[src/rtl/program_counter_n_pkg.sv]
// Shared definitions for the program counter: command priority encoding and
// the ceiling-log2 helper used to size the return-stack count.
package pc_pkg;

  // Listed lowest to highest priority. The top level decodes one command per cycle.
  typedef enum logic [2:0] {
    CMD_NONE,
    CMD_INC,
    CMD_LOAD,
    CMD_CALL,
    CMD_RET
  } cmd_e;

  function automatic int clog2(input int n);
    int r;
    r = 0;
    for (int i = 0; i < 32; i++) begin
      if ((1 << r) < n) r = r + 1;
    end
    return r;
  endfunction

endpackage

[src/rtl/program_counter_n_if.sv]
// Bus between the control unit (master) and the program counter (slave).
interface program_counter_n_if #(
  parameter int WIDTH = 2
);
  logic             En;
  logic             Load;
  logic [WIDTH-1:0] Load_addr;
  logic             Call;
  logic             Ret;
  logic [WIDTH-1:0] PC;
  logic             Over;
  logic             Stack_full;
  logic             Stack_empty;
  logic             Stack_err;

  modport master (
    output En, Load, Load_addr, Call, Ret,
    input  PC, Over, Stack_full, Stack_empty, Stack_err
  );

  modport slave (
    input  En, Load, Load_addr, Call, Ret,
    output PC, Over, Stack_full, Stack_empty, Stack_err
  );
endinterface

[src/rtl/program_counter_n_return_stack.sv]
// DEPTH-entry LIFO of return addresses. Entries are not reset; only the
// occupancy count is. The caller never pushes when full or pops when empty.
module pc_return_stack
  import pc_pkg::*;
#(
  parameter int WIDTH = 2,
  parameter int DEPTH = 4
) (
  input  logic             CLK,
  input  logic             Reset,
  input  logic             push,
  input  logic             pop,
  input  logic [WIDTH-1:0] din,
  output logic [WIDTH-1:0] dout,
  output logic             full,
  output logic             empty
);
  localparam int CNT_W = clog2(DEPTH + 1);
  localparam int IDX_W = (DEPTH > 1) ? clog2(DEPTH) : 1;

  logic [WIDTH-1:0] mem [DEPTH];
  logic [CNT_W-1:0] count;
  logic [IDX_W-1:0] wr_idx;
  logic [IDX_W-1:0] rd_idx;

  assign wr_idx = IDX_W'(count);
  assign rd_idx = IDX_W'(count - CNT_W'(1));

  always_ff @(posedge CLK) begin
    if (Reset)     count <= '0;
    else if (push) count <= count + CNT_W'(1);
    else if (pop)  count <= count - CNT_W'(1);
  end

  always_ff @(posedge CLK) begin
    if (push) mem[wr_idx] <= din;
  end

  // Read value is meaningless while empty; the caller only uses it on a legal pop.
  assign dout  = mem[rd_idx];
  assign full  = (count == CNT_W'(DEPTH));
  assign empty = (count == '0);

endmodule

[src/rtl/program_counter_n.sv]
// WIDTH-bit program counter with jump, count enable, sticky wrap flag and a
// hardware return-address stack for call/return.
module program_counter_n
  import pc_pkg::*;
#(
  parameter int               WIDTH     = 2,
  parameter int               DEPTH     = 4,
  parameter logic [WIDTH-1:0] RESET_VEC = '0
) (
  input logic               CLK,
  input logic               Reset,
  program_counter_n_if.slave bus
);
  cmd_e             cmd;
  logic             push;
  logic             pop;
  logic             full;
  logic             empty;
  logic [WIDTH-1:0] pc_q;
  logic [WIDTH-1:0] pc_d;
  logic [WIDTH-1:0] pc_inc;
  logic [WIDTH-1:0] stack_top;
  logic             over_q;
  logic             over_d;
  logic             err_q;
  logic             err_d;

  always_comb begin
    cmd = CMD_NONE;
    if (bus.Ret)       cmd = CMD_RET;
    else if (bus.Call) cmd = CMD_CALL;
    else if (bus.Load) cmd = CMD_LOAD;
    else if (bus.En)   cmd = CMD_INC;
  end

  assign pc_inc = pc_q + WIDTH'(1);
  assign push   = (cmd == CMD_CALL) && !full;
  assign pop    = (cmd == CMD_RET) && !empty;

  always_comb begin
    pc_d   = pc_q;
    over_d = over_q;
    err_d  = 1'b0;
    case (cmd)
      CMD_INC: begin
        pc_d = pc_inc;
        if (pc_q == '1) over_d = 1'b1;
      end
      CMD_LOAD: pc_d = bus.Load_addr;
      CMD_CALL: begin
        if (full) err_d = 1'b1;
        else      pc_d  = bus.Load_addr;
      end
      CMD_RET: begin
        if (empty) err_d = 1'b1;
        else       pc_d  = stack_top;
      end
      default: ;
    endcase
  end

  always_ff @(posedge CLK) begin
    if (Reset) begin
      pc_q   <= RESET_VEC;
      over_q <= 1'b0;
      err_q  <= 1'b0;
    end else begin
      pc_q   <= pc_d;
      over_q <= over_d;
      err_q  <= err_d;
    end
  end

  pc_return_stack #(
    .WIDTH(WIDTH),
    .DEPTH(DEPTH)
  ) u_stack (
    .CLK  (CLK),
    .Reset(Reset),
    .push (push),
    .pop  (pop),
    .din  (pc_inc),
    .dout (stack_top),
    .full (full),
    .empty(empty)
  );

  assign bus.PC          = pc_q;
  assign bus.Over        = over_q;
  assign bus.Stack_err   = err_q;
  assign bus.Stack_full  = full;
  assign bus.Stack_empty = empty;

endmodule
[src/flat_wrapper.sv]
// flat-port wrapper written by rule: the top's interface ports become plain ports
module program_counter_n_flat import pc_pkg::*;
#(
  parameter int               WIDTH     = 2,
  parameter int               DEPTH     = 4,
  parameter logic [WIDTH-1:0] RESET_VEC = '0
)
  (CLK, Reset, bus_En, bus_Load, bus_Load_addr, bus_Call, bus_Ret, bus_PC, bus_Over, bus_Stack_full, bus_Stack_empty, bus_Stack_err);
  program_counter_n_if #(.WIDTH(WIDTH)) bus_i ();
  input logic CLK;
  input logic Reset;
  input wire logic [$bits(bus_i.En)-1:0] bus_En;
  input wire logic [$bits(bus_i.Load)-1:0] bus_Load;
  input wire logic [$bits(bus_i.Load_addr)-1:0] bus_Load_addr;
  input wire logic [$bits(bus_i.Call)-1:0] bus_Call;
  input wire logic [$bits(bus_i.Ret)-1:0] bus_Ret;
  output wire logic [$bits(bus_i.PC)-1:0] bus_PC;
  output wire logic [$bits(bus_i.Over)-1:0] bus_Over;
  output wire logic [$bits(bus_i.Stack_full)-1:0] bus_Stack_full;
  output wire logic [$bits(bus_i.Stack_empty)-1:0] bus_Stack_empty;
  output wire logic [$bits(bus_i.Stack_err)-1:0] bus_Stack_err;
  assign bus_i.En = bus_En;
  assign bus_i.Load = bus_Load;
  assign bus_i.Load_addr = bus_Load_addr;
  assign bus_i.Call = bus_Call;
  assign bus_i.Ret = bus_Ret;
  assign bus_PC = bus_i.PC;
  assign bus_Over = bus_i.Over;
  assign bus_Stack_full = bus_i.Stack_full;
  assign bus_Stack_empty = bus_i.Stack_empty;
  assign bus_Stack_err = bus_i.Stack_err;
  program_counter_n #(.WIDTH(WIDTH), .DEPTH(DEPTH), .RESET_VEC(RESET_VEC)) u_core (.CLK(CLK), .Reset(Reset), .bus(bus_i));
endmodule
[config.mk]
export PLATFORM = sky130hd
export DESIGN_NAME = program_counter_n_flat
export DESIGN_NICKNAME = d
export VERILOG_FILES = /design/src/rtl/program_counter_n_pkg.sv /design/src/rtl/program_counter_n_if.sv /design/src/rtl/program_counter_n_return_stack.sv /design/src/rtl/program_counter_n.sv /design/src/flat_wrapper.sv
export SDC_FILE = /design/constraint.sdc
export NUM_CORES = 1
export LEC_CHECK = 0
export CAP_MARGIN = 20
export CORE_AREA = 2 2 61 63
export CTS_CLUSTER_DIAMETER = 30
export DETAILED_ROUTE_END_ITERATION = 8
export DIE_AREA = 0 0 63 65
export HOLD_SLACK_MARGIN = 0.06
export SETUP_SLACK_MARGIN = 0.5
export SLEW_MARGIN = 20
export SYNTH_ARGS = -nofsm -noshare
export SYNTH_HDL_FRONTEND = slang
export SYNTH_SLANG_ARGS = --single-unit
[constraint.sdc]
create_clock -name CLK -period 1.7 [get_ports CLK]
set_input_delay 0.34 -clock CLK [delete_from_list [all_inputs] [get_ports CLK]]
set_output_delay 0.34 -clock CLK [all_outputs]
set_load 0.01 [all_outputs]
==> impl_metrics.json, run 1 <==
{
  "status": "complete, no violations",
  "pre_cts_slack_ps": -37.8,
  "ioPinCount": 14,
  "fmax_ghz": 0.697,
  "holdBufCountCts": 0,
  "worst_slack_ps": 264,
  "timing.hold.ws_ps": 485,
  "period_needed_ps": 1440,
  "synth.distinct_cells": 32,
  "grt_pass1_vias": 745,
  "grt.total_usage_pct": 11.3,
  "wirelength_mm": 2.02,
  "cts_max_path_buffers": 2,
  "clock_latency_ps": 280,
  "synth_warnings": 0,
  "fill_cells": 353,
  "cts_tree": "done",
  "avgSynthCellArea_um2": 11.2,
  "clock_sinks": 15,
  "dpl.hpwl_mm": 1.48,
  "first_pass_iters": 4,
  "root_buffer": "clkbuf_4",
  "design_area_um2": 1190,
  "cp_max_fo": 4,
  "power_per_cell_area_nw_per_um2": 1600,
  "initial_utilization_pct": 23.7,
  "overflow": 0,
  "p_leak_nw": 0.470,
  "dieArea_um2": 4100,
  "final_util_pct": 34.0,
  "worstMarginPinSlew_ps": 316,
  "fp.dieW_um": 63,
  "gp_congestion": 0.770,
  "core_um2": 3500,
  "syn-cell-area_um2": 827,
  "port_buffers": 13,
  "min_path_type": "reg2reg",
  "drtAntennaViolNets": 0,
  "vias": 678,
  "cts_made_buffers": 3,
  "r2r_slack_ps": 280,
  "register_area_um2": 389,
  "worstSetupPathType": "reg2out",
  "ys_ff_latch": 15,
  "diodes": 0,
  "cts_max_level": 1,
  "drive_gt1_share_pct": 51.5,
  "ys_seq_area_share_pct": 46.0,
  "nets": 116,
  "grt_max_degree": 12,
  "slew_headroom_pct": 78.9,
  "endpoint_kind": "output port",
  "setup_viol": 0,
  "rows": 22,
  "drt_iter0_markers": 21,
  "arrival_ps": 1100,
  "grt_pass1_wl_mm": 3.57,
  "synth_cells": 74,
  "rsz0062_at_grt": "true",
  "post-route-drc-count": 0,
  "critPathRequiredTime_ps": 1360,
  "syn2layout_area_growth_pct": 43.6,
  "antenna_found_initial": 0,
  "peakVddDrop_mv": 1.27,
  "synth_nets": 88,
  "multiInputGateArea_um2": 473,
  "start_kind": "flop",
  "timing.max_cap.violations": 0,
  "hold_viol": 0,
  "finalClockSkew_ps": 12.5,
  "finalMaxSlewViolations": 0,
  "fin_crit_sh_pct": 84.4,
  "wl_per_cell_um": 13.6,
  "placed_cell_area_um2": 1060,
  "clkTransAtPathRegs_ps": 100,
  "die_y_um": 65,
  "via_per_inst": 4.55
}
==> per-layer routing <==
metal	track usage (%)	part of all wire, %	vias up	wire [µm]
li1	-	-	330	-
met4	2.50	0.64	0	13
met1	13.6	44	335	885
met3	1.91	3.1	2	62
met5	0	0	-	0
met2	21.0	52	11	1060
==> what timing repair did <==
item                                    in CTS  in global routing
endpoints found under the setup margin      20                 19
setup buffers                                8                  1
gates resized for setup                     40                  5
pin swaps                                    5                  1
==> cells in the final DEF (no fill, tap or decap), types with 2 or more instances in the layout <==
cell type        synthesis  layout
nor3b_1                  2       2
inv_1                    6       2
clkbuf_4                 0       3
o31ai_1                  2       2
dfxtp_1                  7       2
nand3b_1                 3       3
nor2_1                   3       2
mux2_2                   4       2
buf_6                    0       2
mux2_4                   0       2
ha_1                     6       5
mux2i_1                  3       3
inv_4                    0       3
clkdlybuf4s50_1          0       5
buf_2                    0       4
edfxtp_1                 8       8
buf_4                    2      12
inv_2                    1       2
dlygate4sd2_1            0       2
and3_4                   0       2
o221ai_2                 0       2
nand3_1                  4       3
nand2_1                  3       2
dfxtp_2                  0       4
==> path summary, 6_finish.rpt <==
kind | depth (start not counted) | end | startpoint
max reg2reg | 7 | u_core.u_stack.count[1]$_SDFFE_PP0P_ | u_core.u_stack.count[0]$_SDFFE_PP0P_
min reg2reg | 2 | u_core.bus.Over$_SDFFE_PP0P_ | u_core.bus.Over$_SDFFE_PP0P_
max | 5 | bus_Stack_empty | u_core.u_stack.count[0]$_SDFFE_PP0P_
min | 2 | u_core.bus.Over$_SDFFE_PP0P_ | u_core.bus.Over$_SDFFE_PP0P_
==> registers in the layout (all words and copies together), names as in the netlist <==
register,count
u_core.bus.Over,1
u_core.u_stack.count,3
u_core.bus.Stack_err,1
u_core.bus.PC,2
u_core.u_stack.mem,8
==> kinds of logic (layout without fill, tap and decap cells) <==
group	Yosys count	count (layout)	share of synthesized area (%)
AOI/OAI and AO/OA	11	11	11.0
xor gates and xnor gates	1	1	1.06
adders and majority gates	6	6	9.08
buffers and inverters	10	37	6.20
DFF	15	15	46.0
muxes	7	7	9.08
and+or+nand+nor	24	24	17.5
==> power breakdown <==
group	total [W]	leakage (nW)	internal (W)	switching (W)
logic	0.00113	0.323	0.000604	0.000530
registers	0.000566	0.131	0.000505	0.0000613
clock network	0.000205	0.0150	0.0000910	0.000114
==> worst max-delay path: stages, from the launching register on <==
cell and delay, ps:
dfxtp_4 370, inv_4 40, ha_4 170, nand2b_4 90
inv_4 40, buf_6 110
==> synth_stat cells, drive strengths merged <==
cell type / count / area share, %
edfxtp: 8 / 29
dfxtp: 7 / 17
inv: 7 / 3.2
ha: 6 / 9.1
mux2: 4 / 5.4
nand3: 4 / 2.4
nor2: 4 / 2.1
mux2i: 3 / 3.6
nand2: 3 / 1.4
nand3b: 3 / 2.7
and3: 2 / 1.5
buf: 2 / 1.8
nand2b: 2 / 2.4
nor3b: 2 / 1.8
o221ai: 2 / 2.1
o31ai: 2 / 1.8
a21boi: 1 / 0.91
a21oi: 1 / 0.60
a22oi: 1 / 0.91
a311o: 1 / 1.4
a31oi: 1 / 0.76
a41oi: 1 / 1.1
and2b: 1 / 0.91
clkdlybuf4s18: 1 / 1.2
nor3: 1 / 0.60
o211ai: 1 / 1.5
or3: 1 / 0.76
or4: 1 / 0.91
xnor2: 1 / 1.1
==> through the flow <==
step	power, W	cells	TNS (ps)
global route	0.00205	149	0
floorplan	0.00117	74	0
detailed placement	0.00145	136	-119
finish	0.00191	149	0
global placement	0.00143	136	-98.1
CTS	0.00188	148	0
==> final cells by class <==
cell class,count,area share [%]
sequential,15,32.8
timing repair buffer,26,17.3
clock buffer,4,2.21
tap,48,5.06
multi-input combinational,49,39.8
inverter,7,2.85
Note: power is estimated with default switching activity, not from simulation.
==> run 2, diff against run 1 <==
==> constraint.sdc (replaced) <==
create_clock -name CLK -period 1.42 [get_ports CLK]
set_input_delay 0.284 -clock CLK [delete_from_list [all_inputs] [get_ports CLK]]
set_output_delay 0.284 -clock CLK [all_outputs]
set_load 0.01 [all_outputs]
==> run 2 against run 1 <==
  * Count of clock-buffer cells in the layout unchanged
  * Die area did not move
  * Register-to-register slack worse by 260 ps
  * First-iteration DRC count grew 9.5%
  * Worst setup slack got worse by 250 ps
  * Sequential power rose by 20%
  * Clock power rose by 20%
==> impl_metrics.json, run 2 (synthesized netlist as in run 1, its figures left out) <==
{
  "status": "complete, no violations",
  "max_stage_delay_ps": 370,
  "ioPinCount": 14,
  "cp_top_family": "flip-flops",
  "drive_gt1_share_pct": 63.1,
  "gp_congestion": 0.779,
  "largest_reg_flops": 8,
  "placed_cell_area_um2": 1140,
  "final_cell_mix": "buf_4, buf_6, edfxtp_1",
  "worstSetupPathType": "reg2reg",
  "crit_chain": "inv_4 -> ha_4 -> mux2_4 -> o221ai_2 -> o31ai_1",
  "register_area_um2": 393,
  "clock_sinks": 15,
  "p_leak_nw": 0.543,
  "critPathSlowestCell": "dfxtp_4",
  "top_register": "u_core.u_stack.mem",
  "busiest_layer": "met2",
  "design_area_um2": 1390,
  "nets": 126,
  "diodes": 0,
  "hold_viol": 0,
  "clkTransAtPathRegs_ps": 90,
  "overflow": 0,
  "wl_per_cell_um": 13.7,
  "multiInputGateArea_um2": 544,
  "dpl.hpwl_mm": 1.50,
  "grt.total_usage_pct": 10.8,
  "power_per_cell_area_nw_per_um2": 1860,
  "rsz0062_at_grt": "true",
  "antenna_found_initial": 0,
  "arrival_ps": 1570,
  "start_kind": "flop",
  "startpoint": "u_core.u_stack.count[0]$_SDFFE_PP0P_",
  "clock_latency_ps": 290,
  "period_needed_ps": 1400,
  "grt_max_degree": 10,
  "cp.depth": 5,
  "drt_iter0_markers": 23,
  "r2r_start": "u_core.u_stack.count[0]$_SDFFE_PP0P_",
  "rows": 22,
  "dieArea_um2": 4100,
  "power_w": 0.00258,
  "post-route-drc-count": 0,
  "grt_pass1_wl_mm": 3.39,
  "endpoint_kind": "flop",
  "fill_cells": 346,
  "critPathCapture": "u_core.bus.PC[0]$_SDFFE_PP0P_",
  "finalMaxSlewViolations": 0,
  "die_y_um": 65,
  "fmax_ghz": 0.714,
  "r2r_slack_ps": 20,
  "initial_utilization_pct": 23.7,
  "cp_max_fo": 7,
  "cts_max_level": 1,
  "via_per_inst": 4.51,
  "cts_tree": "done",
  "vias": 717,
  "cts_max_path_buffers": 2,
  "finalClockSkew_ps": 7.11,
  "core_um2": 3500,
  "rr_endpoint": "u_core.bus.PC[0]$_SDFFE_PP0P_",
  "holdBufCountCts": 0,
  "r2r_cells": 5,
  "root_buffer": "clkbuf_4",
  "drtAntennaViolNets": 0,
  "cts_made_buffers": 3,
  "port_buffers": 13,
  "crit_buf_inv": 1,
  "grt_util_met2_pct": 19.0,
  "slew_headroom_pct": 75.3,
  "critPathRequiredTime_ps": 1590,
  "grt_pass1_vias": 713,
  "fp.dieW_um": 63,
  "setup_viol": 0,
  "wirelength_mm": 2.18,
  "gr-usage-met1_pct": 13.2,
  "grt_use_met3_pct": 1.22,
  "worstMarginPinSlew_ps": 370,
  "min_path_type": "in2reg",
  "fin_crit_sh_pct": 98.7,
  "peakVddDrop_mv": 1.15,
  "timing.max_cap.violations": 0,
  "first_pass_iters": 4,
  "syn2layout_area_growth_pct": 67.5
}
==> run 2: cell count changes in the layout (fill, tap and decap cells not counted), sizes merged <==
cell | previous run | this run
buf | 18 | 31
dlygate4sd2 | 2 | 0
clkbuf | 5 | 4
clkdlybuf4s50 | 5 | 4
dlymetal6s2s | 0 | 1
==> run 2: stage by stage <==
| stage | setup WS (ps) | hold WS (ps) | utilization (%) | cells | TNS [ps] |
|---|---|---|---|---|---|
| 2_1_floorplan | 21.2 | 480 | - | 74 | 0 |
| 3_3_place_gp | -243 | 469 | 32.5 | 145 | -2310 |
| 3_5_place_dp | -270 | 472 | 32.5 | 145 | -2610 |
| 4_1_cts | 26.3 | 410 | 36.9 | 157 | 0 |
| 5_1_grt | -29.9 | 470 | 39.6 | 159 | -54.5 |
| 6_report | 18.9 | 447 | 39.6 | 159 | 0 |
==> run 2: what timing repair did <==
item | 4_1_cts | 5_1_grt
setup endpoints to repair | 25 | 25
gates cloned | 1 | 0
pin swaps | 7 | 6
gates resized for setup | 56 | 20
buffers inserted | 7 | 2
==> run 2: routing by layer <==
| metal | vias up | routed length [µm] |
|---|---|---|
| li1 | 344 | - |
| met5 | - | 0 |
| met4 | 0 | 37 |
| met1 | 354 | 947 |
| met3 | 4 | 62 |
| met2 | 15 | 1130 |
==> run 2: final cells by class <==
type                            instances  share of cell area, %
Clock buffer                            4                   1.90
Timing Repair Buffer                   36                   23.8
Sequential cell                        15                   28.4
Inverter                                7                   2.26
Tap cell                               48                   4.34
Multi-Input combinational cell         49                   39.3
==> run 2: report_power, final <==
part,switching (W),total [W],internal [W]
combinational,0.000722,0.00165,0.000927
clock,0.000138,0.000247,0.000109
sequential,0.0000721,0.000681,0.000608
total,0.000931,0.00258,0.00164
==> run 2: worst min path at each step <==
stage / from / end / slack (ps) / cells past startpoint
after global routing: bus_Call / u_core.bus.Over$_SDFFE_PP0P_ / 470 / 4
after global placement: u_core.bus.Over$_SDFFE_PP0P_ / u_core.bus.Over$_SDFFE_PP0P_ / 470 / 2
after CTS: bus_Call / u_core.bus.Over$_SDFFE_PP0P_ / 410 / 4
final: bus_Call / u_core.bus.Over$_SDFFE_PP0P_ / 450 / 4
after floorplan: bus_En / u_core.bus.Over$_SDFFE_PP0P_ / 480 / 2
after detailed placement: u_core.bus.Over$_SDFFE_PP0P_ / u_core.bus.Over$_SDFFE_PP0P_ / 470 / 2
==> run 2: worst register-to-register path, stage by stage (launching register included) <==
cell	delay, ps
dfxtp_4	370
inv_4	40
ha_4	320
mux2_4	320
o221ai_2	170
o31ai_1	80
==> run 3, diff against run 2 <==
--- a/config.mk
+++ b/config.mk
@@ -10,6 +10,7 @@
 export CTS_CLUSTER_DIAMETER = 30
 export DETAILED_ROUTE_END_ITERATION = 8
 export DIE_AREA = 0 0 63 65
+export DONT_BUFFER_PORTS = 1
 export HOLD_SLACK_MARGIN = 0.06
 export SETUP_SLACK_MARGIN = 0.5
 export SLEW_MARGIN = 20
==> run 3 against run 2 <==
  * Cell area fell by 15%
  * Routed wire length fell by 3.9%
  * Largest cell class unchanged
  * Worst setup slack gained 7.1 ps
  * Largest power group unchanged
  * Combinational power shrank 12%
  * Total power decreased by 6.5%
  * Sequential share of layout area rose by 5.3 points
  * Critical endpoint is now bus_Stack_full
  * Clock skew grew 1.7 ps
  * Count of clock-buffer cells in the layout unchanged
==> impl_metrics.json, run 3 (synthesized netlist as in run 1, its figures left out) <==
{
  "slew_headroom_pct": 83.7,
  "cts_made_buffers": 3,
  "fp.dieW_um": 63,
  "cts_tree": "done",
  "first_pass_iters": 4,
  "p_clk_share_pct": 10.1,
  "critPathSlowestCell": "dfxtp_2",
  "grt_pass1_wl_mm": 3.43,
  "start_kind": "flop",
  "rows": 22,
  "ioPinCount": 14,
  "r2r_start": "u_core.u_stack.count[1]$_SDFFE_PP0P_",
  "arrival_ps": 1110,
  "top_register": "u_core.u_stack.mem",
  "initial_utilization_pct": 23.7,
  "finalMaxSlewViolations": 0,
  "intPower_w": 0.00153,
  "rsz0062_at_grt": "true",
  "cts_max_level": 1,
  "largest_reg_flops": 8,
  "grt_max_degree": 15,
  "placed_cell_area_um2": 962,
  "port_buffers": 0,
  "hold_viol": 0,
  "antenna_found_initial": 0,
  "grt.total_usage_pct": 11.3,
  "worst_slack_ps": 26.0,
  "timing.max_cap.violations": 0,
  "period_needed_ps": 1390,
  "p_leak_nw": 0.440,
  "status": "complete, no violations",
  "setup_viol": 0,
  "via_per_inst": 4.68,
  "nets": 107,
  "r2r_cells": 5,
  "clkTransAtPathRegs_ps": 90,
  "grt_pass1_vias": 706,
  "p_switching_w": 0.000880,
  "final_cell_mix": "buf_6, edfxtp_1, buf_4, dfxtp_2",
  "busiest_layer": "met2",
  "clock_latency_ps": 280,
  "peakVddDrop_mv": 1.01,
  "switching_share_pct": 36.5,
  "fill_cells": 352,
  "drtAntennaViolNets": 0,
  "root_buffer": "clkbuf_4",
  "fmax_ghz": 0.717,
  "layout_commonest_cell": "buf_6",
  "gr-usage-met1_pct": 13.1,
  "dp_cells": 126,
  "pre_cts_slack_ps": 5.00,
  "power_per_cell_area_nw_per_um2": 2040,
  "cts_max_path_buffers": 2,
  "rr_endpoint": "u_core.bus.PC[1]$_SDFFE_PP0P_",
  "drive_gt1_share_pct": 58.7,
  "max_stage_delay_ps": 340,
  "clock_sinks": 15,
  "dpl.hpwl_mm": 1.40,
  "critPathRequiredTime_ps": 1140,
  "worstSetupPathType": "reg2out",
  "cp_max_fo": 3,
  "core_um2": 3500,
  "crit_chain": "inv_2 -> ha_4 -> nand2_4 -> buf_6 -> inv_4",
  "overflow": 0,
  "pwr-share-seq_pct": 29.2,
  "combPwrFrac_pct": 60.7,
  "fin_crit_sh_pct": 98.2,
  "worstHoldStart": "Reset",
  "post-route-drc-count": 0,
  "min_to": "u_core.bus.PC[1]$_SDFFE_PP0P_",
  "min_path_cells": 1,
  "worstMarginPinSlew_ps": 244,
  "r2r_slack_ps": 30,
  "grt_use_met3_pct": 2.26,
  "syn2layout_area_growth_pct": 42.5,
  "finalClockSkew_ps": 8.78,
  "grt_util_met2_pct": 19.4,
  "die_y_um": 65,
  "diodes": 0,
  "dieArea_um2": 4100,
  "wl_per_cell_um": 15.0,
  "min_path_type": "in2reg",
  "design_area_um2": 1180,
  "drt_iter0_markers": 16,
  "endpoint_kind": "output port",
  "gp_congestion": 0.739,
  "wirelength_mm": 2.09,
  "timing.hold.ws_ps": 74.1,
  "final_cells": 140,
  "vias": 655
}
-- run 3: changes by cell type in the layout (fill, tap and decap cells not counted), sizes merged --
| cell | change |
|---|---|
| dlymetal6s2s | -1 |
| dlygate4sd3 | +1 |
| buf | -15 |
| clkdlybuf4s50 | -4 |
-- run 3: cell type report --
class,instances,area (µm²),area share [%]
clock buffers,4,26.3,2.23
inverters,7,33.8,2.87
multi-input cells,49,498,42.3
flip-flops and latches,15,397,33.7
well taps,48,60.1,5.10
repair buffers,17,164,13.9
-- run 3: power groups by stage --
stage                     logic [W]  registers [W]  clock network (W)
after floorplan            0.000735       0.000687                  0
after global placement     0.000961       0.000683                  0
after detailed placement   0.000970       0.000687                  0
after CTS                   0.00136       0.000689           0.000255
after global routing        0.00158       0.000713           0.000274
final                       0.00146       0.000703           0.000244
-- run 3: how the worst max path moves through the flow --
stage	from	endpoint	slack (ps)	cells after the start
2_1_floorplan	u_core.u_stack.count[0]$_SDFFE_PP0P_	u_core.bus.PC[0]$_SDFFE_PP0P_	20	6
4_1_cts	u_core.u_stack.count[1]$_SDFFE_PP0P_	bus_Stack_full	40	5
5_1_grt	u_core.u_stack.count[1]$_SDFFE_PP0P_	bus_Stack_full	-20	5
6_report	u_core.u_stack.count[1]$_SDFFE_PP0P_	bus_Stack_full	30	5
3_3_place_gp	u_core.u_stack.count[0]$_SDFFE_PP0P_	u_core.bus.PC[1]$_SDFFE_PP0P_	50	5
3_5_place_dp	u_core.u_stack.count[0]$_SDFFE_PP0P_	u_core.bus.PC[1]$_SDFFE_PP0P_	5	5
-- run 3: repair_timing --
action,CTS,global route
hold endpoints to repair,5,0
pin swaps,7,6
setup endpoints to repair,23,24
buffers inserted,8,1
resized for setup,23,10
hold buffers,1,0
-- run 3: routing by layer --
| layer | part of all wire (%) | vias up |
|---|---|---|
| met5 | 0 | - |
| met4 | 2.6 | 0 |
| met1 | 42 | 329 |
| li1 | - | 308 |
| met3 | 3.2 | 7 |
| met2 | 52 | 11 |
-- run 3: critical path, delay by kind of cell, from the launching register on --
kind / cells / cell delay (ps)
fa+ha+maj: 1 / 180
buf+inv: 3 / 250
flops: 1 / 340
simple gates: 1 / 70
-- run 3: metrics by stage --
stage               utilization (%)  setup TNS, ps  total power, W
global route                   33.7          -35.0         0.00257
global placement               27.5              0         0.00164
floorplan                         -              0         0.00142
CTS                            32.5              0         0.00230
finish                         33.7              0         0.00241
detailed placement             27.5              0         0.00166
